--- src/rtl/demux_sched.sv ---
// demux_sched: single-entry holding stage that steers one nibble at a time
// to one of two demultiplexer lanes, with selectable lane routing.
//
// Ports:
//   inClk, inRst     clock and synchronous active-high reset
//   inData/inValid   upstream symbol; accepted when inValid && outReady
//   outReady         stage can take inData this cycle (combinational)
//   inMode           00 ping-pong, 01 lane0, 10 lane1, 11 first-ready
//   inFlush          drop the held symbol
//   inLaneReady      per-lane consumer ready (bit0 lane0, bit1 lane1)
//   outData/outSel   held symbol and its lane, drive the demultiplexer
//   outValid         one-hot lane valid, 00 when empty
//   outCount         delivered-symbol counter, wraps
//   outBusy          high while a symbol is held
module demux_sched #(
  parameter int unsigned CNT_W = 8
) (
  input  logic             inClk,
  input  logic             inRst,
  input  logic [3:0]       inData,
  input  logic             inValid,
  output logic             outReady,
  input  logic [1:0]       inMode,
  input  logic             inFlush,
  input  logic [1:0]       inLaneReady,
  output logic [3:0]       outData,
  output logic             outSel,
  output logic [1:0]       outValid,
  output logic [CNT_W-1:0] outCount,
  output logic             outBusy
);

  localparam int unsigned DATA_W = 4;

  typedef enum logic {
    EMPTY = 1'b0,
    HOLD  = 1'b1
  } stateT;

  stateT             state;
  stateT             stateNext;
  logic              ptr;
  logic              ptrNext;
  logic              ptrEff;
  logic              lane;
  logic              deliver;
  logic              accept;
  logic [DATA_W-1:0] dataNext;
  logic              selNext;
  logic [1:0]        validNext;
  logic [CNT_W-1:0]  countNext;
  logic              busyNext;

  // State and output registers
  always_ff @(posedge inClk) begin
    if (inRst) begin
      state    <= EMPTY;
      ptr      <= 1'b0;
      outData  <= '0;
      outSel   <= 1'b0;
      outValid <= 2'b00;
      outCount <= '0;
      outBusy  <= 1'b0;
    end else begin
      state    <= stateNext;
      ptr      <= ptrNext;
      outData  <= dataNext;
      outSel   <= selNext;
      outValid <= validNext;
      outCount <= countNext;
      outBusy  <= busyNext;
    end
  end

  // Handshake, lane choice and next-state logic
  always_comb begin
    stateNext = state;
    ptrNext   = ptr;
    dataNext  = outData;
    selNext   = outSel;
    countNext = outCount;
    lane      = 1'b0;

    // Flush wins over a same-cycle delivery
    deliver  = (state == HOLD) && inLaneReady[outSel] && !inFlush;
    outReady = !inRst && !inFlush &&
               ((state == EMPTY) || inLaneReady[outSel]);
    accept   = inValid && outReady;

    // Pointer as it stands after this cycle's delivery, so a back-to-back
    // accept lands on the opposite lane from the symbol leaving now
    ptrEff = ptr ^ (deliver && (inMode == 2'b00));

    unique case (inMode)
      2'b00:   lane = ptrEff;
      2'b01:   lane = 1'b0;
      2'b10:   lane = 1'b1;
      default: lane = inLaneReady[0] ? 1'b0 : (inLaneReady[1] ? 1'b1 : ptrEff);
    endcase

    if (deliver) begin
      countNext = outCount + CNT_W'(1);
      ptrNext   = ptrEff;
    end

    unique case (state)
      EMPTY: begin
        if (accept) stateNext = HOLD;
      end
      HOLD: begin
        if (inFlush)      stateNext = EMPTY;
        else if (deliver) stateNext = accept ? HOLD : EMPTY;
      end
      default: stateNext = EMPTY;
    endcase

    if (accept) begin
      dataNext = inData;
      selNext  = lane;
    end

    busyNext  = (stateNext == HOLD);
    validNext = busyNext ? {selNext, !selNext} : 2'b00;
  end

endmodule

--- config.mk ---
export PLATFORM = sky130hd
export DESIGN_NAME = demux_sched
export DESIGN_NICKNAME = d
export VERILOG_FILES = /design/src/rtl/demux_sched.sv
export SDC_FILE = /design/constraint.sdc
export NUM_CORES = 1
export LEC_CHECK = 0
export BUFFER_PORTS_ARGS = -buffer_cell sky130_fd_sc_hd__buf_2
export CAP_MARGIN = 25
export CORE_UTILIZATION = 46
export DETAILED_ROUTE_END_ITERATION = 12
export GPL_TIMING_DRIVEN = 0
export PLACE_DENSITY = 0.74
export SYNTH_ARGS = -nofsm -noshare
export SYNTH_HDL_FRONTEND = slang
export SYNTH_SLANG_ARGS = --single-unit
--- constraint.sdc ---
create_clock -name inClk -period 2.2 [get_ports inClk]
set_input_delay 0.66 -clock inClk [delete_from_list [all_inputs] [get_ports inClk]]
set_output_delay 0.66 -clock inClk [all_outputs]
set_load 0.03 [all_outputs]
== Word level (Yosys, flattened, before mapping) ==
Cells that the tools add are included.
Widths: inputs -> output; s select.
Operators by class
  eq/ne operators: 2
  $lt $le $gt $ge: 1
  bitwise operators: 3
  reductions and logical operators: 12
  add/sub/neg operators: 1
  multiplexer cells: 10
Operator list (number)
  $add 8x1->8 const B: 1
  $mux 1: 8
  $logic_and 1x1->1: 6
  $logic_not 1->1: 3
  $pmux 1 s3: 1
  $eq 2x1->1 const B: 1
  $eq 2x2->1 const B: 1
  $logic_not 2->1: 1
  $lt 1x2->1 const B: 1
  $not 1->1: 2
  $pmux 1 s2: 1
  $reduce_or 2->1: 1
  $logic_or 1x1->1: 1
  $xor 1x1->1: 1
Storage, ports and cells
  input bits: 12
  bits in registers: 17
  word-level logic and storage cells: 35

== Longest topological paths before layout ==
  depth in word-level cells: 11
  gate-level depth with buffers: 5

== Least setup slack after synthesis ==
OpenSTA, ideal clock, no wires.
  kind: in2out
  from: input port inLaneReady[1]
  to: output port outReady
  stages: 3
  data arrival time: 1709 ps
  required time: 1540 ps
  setup slack: -169 ps
  buffers on the path: 1
  path through: mux2i_1 > buf_2 > a21boi_0
Between the ends
  longest elaborated chain between the ends: 4
RTL lines
  start: declaration: line 25  | input logic [1:0] inLaneReady,
  $mux 1 (not written as such) (2 in a row): line 87  | ((state == EMPTY) || inLaneReady[outSel]);
  $logic_or 1x1->1: line 87
  $logic_and 1x1->1: line 86  | outReady = !inRst && !inFlush &&
  end: declaration: line 22  | output logic outReady,
No other way between the ends. The select of a mux whose other input is x is not followed.

== Final worst setup path ==
  from: register outSel
  to: output port outReady
Between the ends
  longest elaborated chain between the ends: 4
RTL lines
  start: declaration: line 27  | output logic outSel,
  start signal: assignment: line 68  | outSel <= selNext;
  $mux 1 (not written as such) (2 in a row): line 87
  $logic_or 1x1->1: line 87
  $logic_and 1x1->1: line 86
No other way between the ends. The select of a mux whose other input is x is not followed.

==> summary.md <==
| Metric | Value |
|---|---|
| Setup slack after layout | between 0.1 and 0.15 ns |
| Worst Setup SP | outSel |
| TritonCTS Buffers | 3 |
| Residual DRC | 0 |
| Clock share of power | about 29% |
| PD cells | 574 nW/um^2 |
| Commonest non-fill, non-tap cell in the layout | buf_2 |
| Clock sinks | 17 |
| Most used DFF post-synth | dfxtp_1 |
| Post-synth EDFFs | 0 |
| Internal power | between 0.4 and 0.5 mW |
| Maxcap violations | 0 |
| DRT Pass-1 Iters | 4 |
| Synth Net Count | 102 |
| Largest delay share family, worst path | flip-flops |
| Sequential area share after synthesis | a little over two fifths |
| Chip Width | roughly 43 um |
| 1st-iter DRT viols | 11 |
| # IOs | 29 |
| Clk root buf | clkbuf_4 |
| Die H | between 40 and 50 um |
| Routed wl met3 | a little under 100 um |
| Vias | 727 |
| Clock Latency Late Sink | 0.28 ns |
| Seq cells post-synth | 17 |
| CP Cell Sequence | mux2i_4 > buf_4 > a21boi_1 > buf_2 |
| Setup violators final | 0 |
| Pre-CTS setup slack | -0.189 ns |
| Top post-synthesis cells by area | dfxtp_1 44%, xnor2_1 7.9%, nand2b_1 5.6% |
| Cts hold-fix bufs | 0 |
| Gate power share | roughly 14% |
| Clock skew | 0.00194 ns |
| Post-synth ARST share | 0% |
| Layout cells sized above 1 | 30.6% |
| Final Cycle Share | between 90 and 100% |
| NetSw | 0.149 mW |
| Count of port buffers added during placement | 27 |
| GP Congestion | around 0.75 |
| Clock-pin slew on the worst setup and hold paths | 0.09 ns |
| Max-slew violation count | 0 |
| First-pass GRT wire length | 2.56 mm |
| Met2 routed WL | between 700 and 800 um |
| Area Overhead vs Synth | 26.3% |
| Final nets | about 140 |
| Pleak | about 0.42 nW |
| Die area | 1860 um^2 |
| Distinct cell type count after synthesis | 27 |
| Minimum hold slack | 0.474 ns |
| Num rows | 14 |
| FMAX | about 480 MHz |
| HP Class | flip-flop to flip-flop |
| CP arrival | roughly 1.4 ns |
| Core Box Area | roughly 1500 um^2 |
| Sequential share of power | between 50% and 60% |
| Hold Vio Cnt, Final | 0 |
| Commonest cells after routing, fill and taps aside | 27 x buf_2, 16 x dfxtp_1, 10 x nor2_1 |
| CP peak stage delay | 0.41 ns |
| Worst vdd ir | just under 0.0004 V |
| Status | finished, final reports clean |
| Vias in the first global route | approximately 620 |
| Critical path buffers and inverters | 2 |
| Post-synth top area share | between 40% and 50% |
| Cell taking the most area after synthesis | dfxtp_1 |
| Critical Path RT | about 1.5 ns |
| Drt wl/cell | around 11 um |
| Initial antenna violation count | 0 |
| CP startpoint kind | flip-flop |
| Hpwl dp | approximately 1.2 mm |
| DR top layer | met4 |
| Post-DRT Antenna Nets | 0 |
| Synthesized area | about 780 um^2 |
| GRT Resource Usage Total | a little under a fifth |
| Diode count | 0 |
| Sw frac | 26.3% |
| H-tree levels | 1 |
| Syn Inst Count | 89 |
| Vias per inst | 5.31 |
| Placed insts | around 130 |
| RR Startpoint | outSel |
| Yosys warns | 0 |
| Critical path type | flip-flop to primary output |
| Metal1 wirelength | approximately 720 um |
| Hold_sp | outData[2] |
| CP max FO | 10 |
| Syn Area/Cell | roughly 8.8 um^2 |
| GRT overflow | 0 |
| Largest net degree at the start of global routing | 11 |
| Setup crit end kind | primary output |
| WL final | ~1.6 mm |
| CTS max path bufs | 2 |
| Fillcell total | ~140 |
| CTS tree | done |
| Final std cells w/o fill | approximately 140 |
| Initial core utilization | 50.6% |
| Slowest cell on the critical path | dfxtp_2 |
| Min Tclk post-route | just over 2 ns |
| Worst slew margin | between 60% and 70% |
| Slew @ Worst Pin | between 0.5 and 0.6 ns |
| RSZ-0062 raised after global routing | no |
cells in the mapped netlist, drive strengths merged (2+ instances only):
master and number:
nor3 3, nor4 4, nand3 4, clkbuf 3, nand2 8, o21ai 7
nand4 2, nor2 10, xnor2 7, dfxtp 17, nand2b 7, a21oi 3
what timing repair did:
action                     CTS  global route
gates resized for setup      4             0
setup buffers                0             1
setup endpoints to repair    1             1
per-layer routing:
layer | track usage, % | up-vias
met5 | 0 | -
met4 | 9.09 | 0
met3 | 2.55 | 4
met2 | 29.3 | 21
met1 | 24.0 | 324
li1 | - | 378
sequential cells by signal, summed over array words and instances, names as in the netlist:
signal and cells:
ptr 1, outData 4, outValid 2, outCount 8
state 1, outSel 1
path summary, 6_finish.rpt:
check	depth (start not counted)	slack [ns]	endpoint
worst min-delay path	2	0.47	outData[2]
worst max-delay path	4	0.14	outReady
worst min register to register	2	0.47	outData[2]
worst max register to register	5	0.42	outValid[0]
stage by stage:
stage                     TNS [ns]  utilization (%)  area [um^2]  power, mW
after global placement      -0.177             60.6          935      0.401
after global routing             0             63.9          985      0.587
after floorplan                  0                -          779      0.376
after detailed placement    -0.189             60.6          935      0.403
after CTS                        0             63.4          977      0.568
final                            0             63.9          985      0.565
worst reg2reg max path: stages (launching register included):
cell and delay (ns):
dfxtp_2 0.37, mux2i_4 0.20, buf_4 0.15, a2111oi_4 0.59
o21ai_2 0.15, o211a_1 0.23
area by class of cell:
type / count / area (um^2) / area share [%]
multi-input cells: 67 / 432 / 43.8
repair buffers: 28 / 143 / 14.5
inverters: 1 / 3.75 / 0.381
plain buffers: 4 / 18.8 / 1.91
clock buffers: 4 / 26.3 / 2.67
flip-flops and latches: 17 / 342 / 34.7
well taps: 16 / 20.0 / 2.03
power groups by stage:
stage	Combinational, mW	Sequential, mW	Clock (mW)
floorplan	0.0337	0.342	0
global placement	0.0740	0.327	0
detailed placement	0.0750	0.328	0
CTS	0.0787	0.321	0.168
global route	0.0875	0.322	0.178
finish	0.0802	0.321	0.164
cells by family (layout without fill, tap and decap cells):
logic type	count (synthesis)	count (layout)	share of synthesized area, %
AND/OR/NAND/NOR	40	40	25.2
flip-flops	17	17	43.7
AO/OA/AOI/OAI	16	16	15.3
XOR/XNOR	8	8	8.99
buffers and inverters	5	37	2.57
multiplexers	2	2	2.73
adder cells (fa/ha/maj)	1	1	1.60
Note: power is estimated with default switching activity, not from simulation.
